<file path="config.mk">
export PLATFORM = sky130hd
export DESIGN_NAME = enemy_wave_manager
export DESIGN_NICKNAME = d
export VERILOG_FILES = /design/src/rtl/enemy_wave_manager.sv
export SDC_FILE = /design/constraint.sdc
export NUM_CORES = 1
export LEC_CHECK = 0
export BUFFER_PORTS_ARGS = -buffer_cell sky130_fd_sc_hd__buf_2
export CORE_UTILIZATION = 45
export DETAILED_ROUTE_END_ITERATION = 10
export GPL_TIMING_DRIVEN = 0
export PLACE_DENSITY = 0.69
export SYNTH_ARGS = -nofsm -noshare
export SYNTH_HDL_FRONTEND = slang
export SYNTH_SLANG_ARGS = --single-unit
</file>
<file path="constraint.sdc">
create_clock -name clk -period 5.1 [get_ports clk]
set_input_delay 1.275 -clock clk [delete_from_list [all_inputs] [get_ports clk]]
set_output_delay 1.275 -clock clk [all_outputs]
set_load 0.03 [all_outputs]
</file>
<file path="src/rtl/enemy_wave_manager.sv">
// Enemy slot controller for the space-invader datapath.
// Keeps N enemy slots and spawns new enemies into free slots using a free-running LFSR.
// Moves live enemies down on a tick, applies bullet hits and accumulates a weighted score.
// Latches game over when a live enemy reaches the ship line.
// The renderer reads slot state through alive_mask and a registered read port.
module enemy_wave_manager #(
  parameter int          N_ENEMIES = 8,
  parameter int          HEALTH_W  = 3,
  parameter int          X_W       = 10,
  parameter int          Y_W       = 9,
  parameter int          X_MAX     = 600,
  parameter int          Y_BREACH  = 440,
  parameter logic [15:0] LFSR_SEED = 16'hACE1,
  localparam int         IDX_W     = $clog2(N_ENEMIES)
) (
  input  logic                 clk,
  input  logic                 rst,
  input  logic                 spawn_req_i,
  output logic                 spawn_ack_o,
  output logic                 full_o,
  input  logic                 move_tick_i,
  input  logic                 hit_valid_i,
  input  logic [IDX_W-1:0]     hit_idx_i,
  input  logic [HEALTH_W-1:0]  hit_dmg_i,
  input  logic [IDX_W-1:0]     rd_idx_i,
  output logic                 rd_alive_o,
  output logic [1:0]           rd_type_o,
  output logic [HEALTH_W-1:0]  rd_health_o,
  output logic [X_W-1:0]       rd_x_o,
  output logic [Y_W-1:0]       rd_y_o,
  output logic [N_ENEMIES-1:0] alive_mask_o,
  output logic [15:0]          score_o,
  output logic                 game_over_o
);

  // Folds the 10-bit LFSR field into 0..X_MAX-1.
  // There is one conditional subtract; a value still out of range clamps to 0.
  function automatic logic [X_W-1:0] spawn_x(input logic [9:0] raw);
    int r;
    r = int'(raw);
    if (r >= X_MAX) r = r - X_MAX;
    if (r >= X_MAX) r = 0;
    return X_W'(r);
  endfunction

  // Advance y by type+1, saturating at the top of the y range.
  function automatic logic [Y_W-1:0] y_step(input logic [Y_W-1:0] y, input logic [1:0] t);
    logic [Y_W:0] s;
    s = {1'b0, y} + (Y_W+1)'(t) + (Y_W+1)'(1);
    return s[Y_W] ? '1 : s[Y_W-1:0];
  endfunction

  // Add a kill worth type+1 points, saturating at 16'hFFFF.
  function automatic logic [15:0] score_add(input logic [15:0] s, input logic [1:0] t);
    logic [16:0] sum;
    sum = {1'b0, s} + 17'(t) + 17'd1;
    return sum[16] ? 16'hFFFF : sum[15:0];
  endfunction

  logic [N_ENEMIES-1:0] alive_q, alive_d;
  logic [1:0]           type_q   [N_ENEMIES];
  logic [1:0]           type_d   [N_ENEMIES];
  logic [HEALTH_W-1:0]  health_q [N_ENEMIES];
  logic [HEALTH_W-1:0]  health_d [N_ENEMIES];
  logic [X_W-1:0]       x_q      [N_ENEMIES];
  logic [X_W-1:0]       x_d      [N_ENEMIES];
  logic [Y_W-1:0]       y_q      [N_ENEMIES];
  logic [Y_W-1:0]       y_d      [N_ENEMIES];

  logic [15:0]          lfsr_q, lfsr_d;
  logic [15:0]          score_q, score_d;
  logic                 game_over_q, game_over_d;
  logic                 full_q, spawn_ack_q;
  logic                 free_found, spawn_go, breach;
  logic [IDX_W-1:0]     free_idx;
  logic [N_ENEMIES-1:0] hit_sel;

  logic                 rd_alive_q;
  logic [1:0]           rd_type_q;
  logic [HEALTH_W-1:0]  rd_health_q;
  logic [X_W-1:0]       rd_x_q;
  logic [Y_W-1:0]       rd_y_q;

  // Fibonacci LFSR step, taps 16,14,13,11.
  always_comb begin
    lfsr_d = {lfsr_q[14:0], lfsr_q[15] ^ lfsr_q[13] ^ lfsr_q[12] ^ lfsr_q[10]};
  end

  // Breach detect on registered slot state; the flag is sticky once set.
  always_comb begin
    breach = 1'b0;
    for (int i = 0; i < N_ENEMIES; i++) begin
      if (alive_q[i] && (int'(y_q[i]) >= Y_BREACH)) breach = 1'b1;
    end
    game_over_d = game_over_q | breach;
  end

  // Slot next state: the spawn target is found on start-of-cycle occupancy.
  // Hits apply first, then moves on survivors, then the spawn writes a slot that was already dead.
  always_comb begin
    alive_d    = alive_q;
    type_d     = type_q;
    health_d   = health_q;
    x_d        = x_q;
    y_d        = y_q;
    score_d    = score_q;
    hit_sel    = '0;
    free_found = 1'b0;
    free_idx   = '0;
    for (int i = N_ENEMIES - 1; i >= 0; i--) begin
      if (!alive_q[i]) begin
        free_found = 1'b1;
        free_idx   = IDX_W'(i);
      end
    end
    spawn_go = spawn_req_i && !full_q && !game_over_q && free_found;
    if (!game_over_q) begin
      for (int i = 0; i < N_ENEMIES; i++) begin
        hit_sel[i] = hit_valid_i && alive_q[i] && (hit_idx_i == IDX_W'(i));
        if (hit_sel[i] && (hit_dmg_i >= health_q[i])) begin
          alive_d[i]  = 1'b0;
          health_d[i] = '0;
          score_d     = score_add(score_q, type_q[i]);
        end else begin
          if (hit_sel[i]) health_d[i] = health_q[i] - hit_dmg_i;
          if (move_tick_i && alive_q[i]) y_d[i] = y_step(y_q[i], type_q[i]);
        end
      end
      if (spawn_go) begin
        alive_d[free_idx]  = 1'b1;
        type_d[free_idx]   = lfsr_q[1:0];
        health_d[free_idx] = HEALTH_W'(lfsr_q[1:0]) + HEALTH_W'(1);
        x_d[free_idx]      = spawn_x(lfsr_q[15:6]);
        y_d[free_idx]      = '0;
      end
    end
  end

  // Control registers: LFSR, score, game over, full and spawn acknowledge.
  always_ff @(posedge clk) begin
    if (rst) begin
      lfsr_q      <= LFSR_SEED;
      score_q     <= '0;
      game_over_q <= 1'b0;
      full_q      <= 1'b0;
      spawn_ack_q <= 1'b0;
    end else begin
      lfsr_q      <= lfsr_d;
      score_q     <= score_d;
      game_over_q <= game_over_d;
      full_q      <= &alive_d;
      spawn_ack_q <= spawn_go;
    end
  end

  // Slot storage.
  always_ff @(posedge clk) begin
    if (rst) begin
      alive_q <= '0;
      for (int i = 0; i < N_ENEMIES; i++) begin
        type_q[i]   <= '0;
        health_q[i] <= '0;
        x_q[i]      <= '0;
        y_q[i]      <= '0;
      end
    end else begin
      alive_q  <= alive_d;
      type_q   <= type_d;
      health_q <= health_d;
      x_q      <= x_d;
      y_q      <= y_d;
    end
  end

  // Registered renderer read port, one cycle behind rd_idx.
  always_ff @(posedge clk) begin
    if (rst) begin
      rd_alive_q  <= 1'b0;
      rd_type_q   <= '0;
      rd_health_q <= '0;
      rd_x_q      <= '0;
      rd_y_q      <= '0;
    end else begin
      rd_alive_q  <= alive_q[rd_idx_i];
      rd_type_q   <= type_q[rd_idx_i];
      rd_health_q <= health_q[rd_idx_i];
      rd_x_q      <= x_q[rd_idx_i];
      rd_y_q      <= y_q[rd_idx_i];
    end
  end

  assign spawn_ack_o  = spawn_ack_q;
  assign full_o       = full_q;
  assign alive_mask_o = alive_q;
  assign score_o      = score_q;
  assign game_over_o  = game_over_q;
  assign rd_alive_o   = rd_alive_q;
  assign rd_type_o    = rd_type_q;
  assign rd_health_o  = rd_health_q;
  assign rd_x_o       = rd_x_q;
  assign rd_y_o       = rd_y_q;

endmodule

</file>
## Word level (Yosys, flattened, before mapping)

Cells that the tools add are included.

- Register bits after elaboration: 260
- Bits in latches: 0
- Bits in writable memories: 0
- Bits in read-only memories: 0
- Input port bits: 14
- Logic and storage cells: 327
- Memories kept: 0

- Add/subtract/negate cells: 42
- $mul: 0
- Divide/modulo/power cells: 0
- Magnitude comparators: 24
- Equal/unequal tests: 7
- Shift-type cells: 0
- Muxes and demuxes: 149
- Bitwise logic cells: 10
- Reduce and logical (&&, ||, !) cells: 52

Operators with widths:

| kind | count |
|---|---|
| 9-bit two-way mux | 35 |
| 16-bit two-way mux | 16 |
| 16-bit by 2-bit adder with 17-bit output | 8 |
| 17-bit by 1-bit adder with 17-bit output (second input constant) | 8 |
| 3-bit two-way mux | 35 |
| 32-bit two-way mux | 3 |
| 10-bit by 1-bit adder with 10-bit output (second input constant) | 8 |
| 9-bit by 2-bit adder with 10-bit output | 8 |
| 80-bit bitwise mux | 1 |
| 72-bit bitwise AND | 1 |
| 9-bit greater-or-equal comparator (second input constant) | 8 |
| 72-bit two-way mux | 1 |
| 72-bit inverter | 1 |
| 10-bit two-way mux | 6 |
| 1-bit logical AND | 45 |
| 1-bit two-way mux | 34 |
| 32-bit by 11-bit greater-or-equal comparator with 1-bit output (second input constant) | 1 |
| 10-bit binary-select mux with 3-bit select | 1 |
| 10-bit demux with 3-bit select | 1 |
| 9-bit binary-select mux with 3-bit select | 1 |
| 9-bit demux with 3-bit select | 1 |
| 24-bit bitwise mux | 1 |
| 3-bit greater-or-equal comparator | 8 |
| 24-bit two-way mux | 1 |
| other kinds (30) | 51 |

## Logic depth before layout (Yosys ltp)

- Depth after elaboration: 16
- Mapped depth: 12
- Gate-level depth less buffers: 12

## Least setup slack after synthesis

Ideal clock, no wire load.

- Path kind: input to register
- From: input hit_dmg_i[2]
- To: register score_q[8] (netlist: score_o[8])
- Library setup time: 130 ps
- Data arrival time: 3567 ps
- Data required time: 4970 ps
- Setup slack: 1404 ps
- Stages on the path: 11
- Buffers on the path: 1
- Cell sequence: inv_1 ha_1 nand3_1 o21ai_0 o21ai_1 nand2_1 o41ai_2 buf_2 nor2_1 o21ai_1 o31ai_1

- Cells in the longest elaborated chain, start to end: 9

Ends and longest elaborated chain:

| what | RTL line | source |
|---|---|---|
| start: declaration | 24 | `input logic [HEALTH_W-1:0] hit_dmg_i,` |
| 3-bit greater-or-equal comparator | 120 | `if (hit_sel[i] && (hit_dmg_i >= health_q[i])) begin` |
| 1-bit logical AND | 120 |  |
| 16-bit two-way mux (7 in series) | 120 |  |
| end signal: assignment | 149 | `score_q <= score_d;` |
| end: declaration | 71 | `logic [15:0] score_q, score_d;` |

Several ways; a longest one is shown, not always the timed one.
A chain may end at the register's enable or synchronous reset.

## Final worst setup path

- From: input hit_dmg_i[1]
- To: register score_q[8] (netlist: score_o[8])

Same word-level chain as after synthesis.

==> impl_metrics.prom <==
# TYPE chip_impl_metric gauge
chip_impl_metric{name="cell_internal_pwr",unit="W"} 0.00362
chip_impl_info{name="cts-root-buf",value="sky130_fd_sc_hd__clkbuf_16"} 1
chip_impl_metric{name="detail_route.iter0.violations",unit=""} 2520
chip_impl_metric{name="globalRoute.totalOverflow",unit=""} 0
chip_impl_metric{name="die_height",unit="µm"} 195
chip_impl_info{name="yosys-top-cells-area",value="sky130_fd_sc_hd__dfxtp_1 31%, sky130_fd_sc_hd__mux4_2 6.7%, sky130_fd_sc_hd__a21oi_1 6.4%, sky130_fd_sc_hd__nand2_1 5.5%, sky130_fd_sc_hd__nor2_1 4.4%"} 1
chip_impl_metric{name="synth_simple_gate_area_share",unit=""} 0.217
chip_impl_info{name="timing.critical_path.max_delay_family",value="compound AO/OA/AOI/OAI gates"} 1
chip_impl_metric{name="highest_achievable_clock_rate",unit="MHz"} 199
chip_impl_metric{name="htree_levels",unit=""} 1
chip_impl_metric{name="synth.net_count",unit=""} 2190
chip_impl_info{name="layout.cells.most_common_list",value="260 x sky130_fd_sc_hd__dfxtp_1, 248 x sky130_fd_sc_hd__nand2_1, 213 x sky130_fd_sc_hd__a21oi_1"} 1
chip_impl_info{name="timing.critical_path.mode_cell",value="sky130_fd_sc_hd__buf_2"} 1
chip_impl_metric{name="globalRouteTotalUtil",unit=""} 0.375
chip_impl_metric{name="worst-endpoint-required",unit="ps"} 5520
chip_impl_metric{name="asyncSetResetFlopFracSynth",unit=""} 0
chip_impl_metric{name="wl_met1",unit="mm"} 27.1
chip_impl_metric{name="timing_hold_violations_final",unit=""} 0
chip_impl_metric{name="synth.mux.area_fraction",unit=""} 0.0842
chip_impl_metric{name="rows",unit=""} 70
chip_impl_info{name="critical_path.slowest_cell",value="sky130_fd_sc_hd__o41ai_4"} 1
chip_impl_metric{name="fraction_of_the_mapped_netlist_area_in_adder_cells",unit=""} 0.0716
chip_impl_metric{name="cp_max_fo",unit=""} 10
chip_impl_metric{name="synth-edff-count",unit=""} 0
chip_impl_metric{name="routed_wl",unit="mm"} 72.6
chip_impl_metric{name="leakagePower",unit="nW"} 6.67
chip_impl_metric{name="fp.dieW",unit="µm"} 195
chip_impl_info{name="regToRegStartpoint",value="health_q[9]"} 1
chip_impl_metric{name="p_total",unit="W"} 0.00493
chip_impl_metric{name="placeableCoreArea",unit="µm²"} 36700
chip_impl_metric{name="critical_path.n_buffers_inverters",unit=""} 3
chip_impl_info{name="cts_tree",value="built"} 1
chip_impl_info{name="critical_path_sink_type",value="flop"} 1
chip_impl_metric{name="cts_hold_repair.buffers",unit=""} 0
chip_impl_info{name="critical_path_class",value="input pin to flop"} 1
chip_impl_info{name="postSynth.topFlopCell",value="sky130_fd_sc_hd__dfxtp_1"} 1
chip_impl_metric{name="globalplace.congestion",unit=""} 1.07
chip_impl_metric{name="p_per_area",unit="nW/µm²"} 262
chip_impl_metric{name="via_count",unit=""} 18200
chip_impl_metric{name="synth.yosys.seq_area_share",unit=""} 0.309
chip_impl_metric{name="vdd_ir_drop_max",unit="mV"} 0.285
chip_impl_metric{name="cts.clk_slew.worst_paths",unit="ps"} 60
chip_impl_metric{name="grt_max_degree",unit=""} 16
chip_impl_metric{name="yosys.cell_types.count",unit=""} 89
chip_impl_metric{name="grt_first_pass_wirelength",unit="mm"} 108
chip_impl_metric{name="antenna_nets_post_route",unit=""} 0
chip_impl_metric{name="hpwl",unit="mm"} 53.6
chip_impl_metric{name="cts.path.max_buffers",unit=""} 3
chip_impl_metric{name="tritoncts.num_buffers",unit=""} 29
chip_impl_info{name="mostFrequentLayoutCell",value="sky130_fd_sc_hd__dfxtp_1"} 1
chip_impl_info{name="worst_min_delay_path_class",value="flop to flop"} 1
chip_impl_metric{name="flow.area_growth_from_synthesis",unit="%"} 11.7
chip_impl_metric{name="pwr-share-seq",unit=""} 0.426
chip_impl_metric{name="final_max_slew_viol_count",unit=""} 0
chip_impl_metric{name="ys_ff_latch",unit=""} 260
chip_impl_info{name="setup_repair_after_global_routing_missed_its_margin",value="no"} 1
chip_impl_info{name="synth_largest_area_cell",value="sky130_fd_sc_hd__dfxtp_1"} 1
chip_impl_info{name="min-delay-start",value="lfsr_q[5]"} 1
chip_impl_metric{name="drt_pre_antenna_iters",unit=""} 6
chip_impl_metric{name="yosysTopAreaCellShare",unit=""} 0.309
chip_impl_metric{name="clock-skew-final",unit="ps"} 11.9
chip_impl_metric{name="wl_met2",unit="mm"} 30.7
chip_impl_metric{name="slew_headroom",unit=""} 0.112
chip_impl_metric{name="period_minus_slack",unit="ps"} 5020
chip_impl_metric{name="max-cap-violations",unit=""} 0
chip_impl_metric{name="final_layout_net_count",unit=""} 2282
chip_impl_info{name="status",value="completed"} 1
chip_impl_metric{name="ys_warn_count",unit=""} 0
chip_impl_metric{name="post_cts.resized_instances",unit=""} 1
chip_impl_metric{name="drive_gt1_frac",unit=""} 0.0969
chip_impl_metric{name="setup-violations-final",unit=""} 0
chip_impl_metric{name="clkLatencyLatePin",unit="ps"} 590
chip_impl_metric{name="detailedPlace.worstSlack",unit="ps"} -841
chip_impl_metric{name="cp_data_arrival_time",unit="ps"} 5430
chip_impl_metric{name="synth_cells",unit=""} 2094
chip_impl_metric{name="synth-compound-area-share",unit=""} 0.241
chip_impl_metric{name="numClockSinks",unit=""} 260
chip_impl_metric{name="power.switching_fraction",unit=""} 0.266
chip_impl_metric{name="post_synth_instance_area",unit="µm²"} 16800
chip_impl_metric{name="cts.repair_timing.setup_buffer_count",unit=""} 0
chip_impl_metric{name="met3WireLength",unit="mm"} 9.74
chip_impl_metric{name="boundaryPins",unit=""} 66
chip_impl_metric{name="routed_wire_length_per_instance",unit="µm"} 27.1
chip_impl_metric{name="die_area",unit="µm²"} 38200
chip_impl_metric{name="remaining_drc_errors",unit=""} 0
chip_impl_metric{name="finalCritPeriodShare",unit=""} 0.984
chip_impl_info{name="timing.critical_path.cells",value="buf_2 > inv_1 > ha_1 > nand3_1 > o21ai_0 > o21bai_1 > o21ai_2 > o41ai_4 > buf_2 > nor2_1 > o21ai_1 > o31ai_1"} 1
chip_impl_info{name="start_kind",value="input pin"} 1
chip_impl_metric{name="synth_xor_area_frac",unit=""} 0.0224
chip_impl_info{name="setup.worst_path.start",value="hit_dmg_i[1]"} 1
chip_impl_info{name="top_layer",value="met5"} 1
chip_impl_metric{name="setup_ws",unit="ps"} 81.0
chip_impl_metric{name="antenna_violations_before_repair",unit=""} 2
chip_impl_metric{name="worst_pin_slew",unit="ps"} 1330
chip_impl_metric{name="number_of_inserted_diodes",unit=""} 0
chip_impl_metric{name="delay_of_the_slowest_cell_on_the_worst_path",unit="ps"} 840
chip_impl_metric{name="p_comb_frac",unit=""} 0.103
chip_impl_metric{name="synthesized_area_divided_by_synthesized_cell_count",unit="µm²"} 8.04
chip_impl_metric{name="vias_per_cell",unit=""} 6.81
chip_impl_info{name="synth_top_family_by_area",value="compound AO/OA/AOI/OAI gates"} 1
chip_impl_metric{name="total_switching_power",unit="W"} 0.00131
chip_impl_metric{name="fraction_of_power_consumed_by_the_clock_network",unit=""} 0.471
chip_impl_metric{name="via_count_of_the_first_global_routing_pass",unit=""} 17100
chip_impl_metric{name="buffers_on_ports",unit=""} 60
chip_impl_metric{name="start_util",unit=""} 0.459
==> final timing paths <==
kind              slack (ps)         end  cells past startpoint
setup / recovery          80  score_o[8]                     12
setup reg to reg        1000  score_o[8]                     11
hold reg to reg          410   lfsr_q[6]                      1
hold / removal           410   lfsr_q[6]                      1
==> synth_stat cells (all sizes together), types with 14 or more instances <==
| master | count |
|---|---|
| a211oi | 48 |
| a21oi | 216 |
| a31oi | 48 |
| and3 | 27 |
| buf | 19 |
| clkbuf | 141 |
| dfxtp | 260 |
| fa | 24 |
| ha | 58 |
| inv | 82 |
| mux2i | 28 |
| mux4 | 50 |
| nand2 | 248 |
| nand3 | 69 |
| nand4 | 20 |
| nor2 | 196 |
| nor2b | 32 |
| nor3 | 89 |
| o211ai | 24 |
| o21ai | 97 |
| o221a | 16 |
| o311ai | 18 |
| or2 | 14 |
| or3 | 15 |
| xnor2 | 24 |
| xor2 | 19 |
==> power by group through the flow <==
stage	sequential [W]	clock, W	combinational, W
after floorplan	0.00214	0	0.000309
after global placement	0.00214	0	0.000476
after detailed placement	0.00214	0	0.000485
after CTS	0.00210	0.00234	0.000488
after global routing	0.00210	0.00241	0.000539
final	0.00210	0.00232	0.000506
==> kinds of logic after synthesis <==
logic type               count (synthesis)
multiplexers                            79
buffers and inverters                  242
AO/OA/AOI/OAI                          616
AND/OR/NAND/NOR                        772
XOR/XNOR                                43
adder cells (fa/ha/maj)                 82
flip-flops                             260
==> state kept, by name, indices dropped and copies added, names as in the netlist, 2 cells and up <==
register	flops
type_q	16
health_q	24
score_o	16
rd_x_o	10
alive_mask_o	8
lfsr_q	16
x_q	80
y_q	72
rd_health_o	3
rd_y_o	9
rd_type_o	2
==> worst register-to-register path, stage by stage (launching register included) <==
cell                      delay [ps]
sky130_fd_sc_hd__dfxtp_1         450
sky130_fd_sc_hd__inv_1            80
sky130_fd_sc_hd__ha_1            300
sky130_fd_sc_hd__nand3_1          80
sky130_fd_sc_hd__o21ai_0         200
sky130_fd_sc_hd__o21ai_2         650
sky130_fd_sc_hd__o21ai_1         530
sky130_fd_sc_hd__o41ai_4         870
sky130_fd_sc_hd__buf_2           430
sky130_fd_sc_hd__nor2_1          100
sky130_fd_sc_hd__o21ai_1         130
sky130_fd_sc_hd__o31ai_1         100
==> layout make-up <==
| class | count | area (µm²) |
|---|---|---|
| plain buffers | 160 | 619 |
| well taps | 468 | 586 |
| clock inverters | 13 | 244 |
| clock buffers | 40 | 797 |
| inverters | 82 | 308 |
| multi-input cells | 1592 | 10800 |
| repair buffers | 61 | 312 |
| fillers | 3539 | 17900 |
| flip-flops and latches | 260 | 5200 |
==> stage by stage <==
step | instances | hold WS (ps) | TNS, ps | util | cell area (µm²)
final | 2676 | 409 | 0 | 0.513 | 18800
after global routing | 2676 | 429 | 0 | 0.513 | 18800
after CTS | 2676 | 413 | 0 | 0.512 | 18800
after detailed placement | 2623 | 397 | -9010 | 0.484 | 17700
after global placement | 2622 | 392 | -9820 | 0.483 | 17700
after floorplan | 2094 | 389 | 0 | - | 16800
==> layer usage <==
layer,vias up,GRT usage
met1,8579,0.481
li1,7894,-
met4,4,0.239
met5,-,0
met2,1424,0.561
met3,322,0.0934
(Power assumes the default switching activity.)
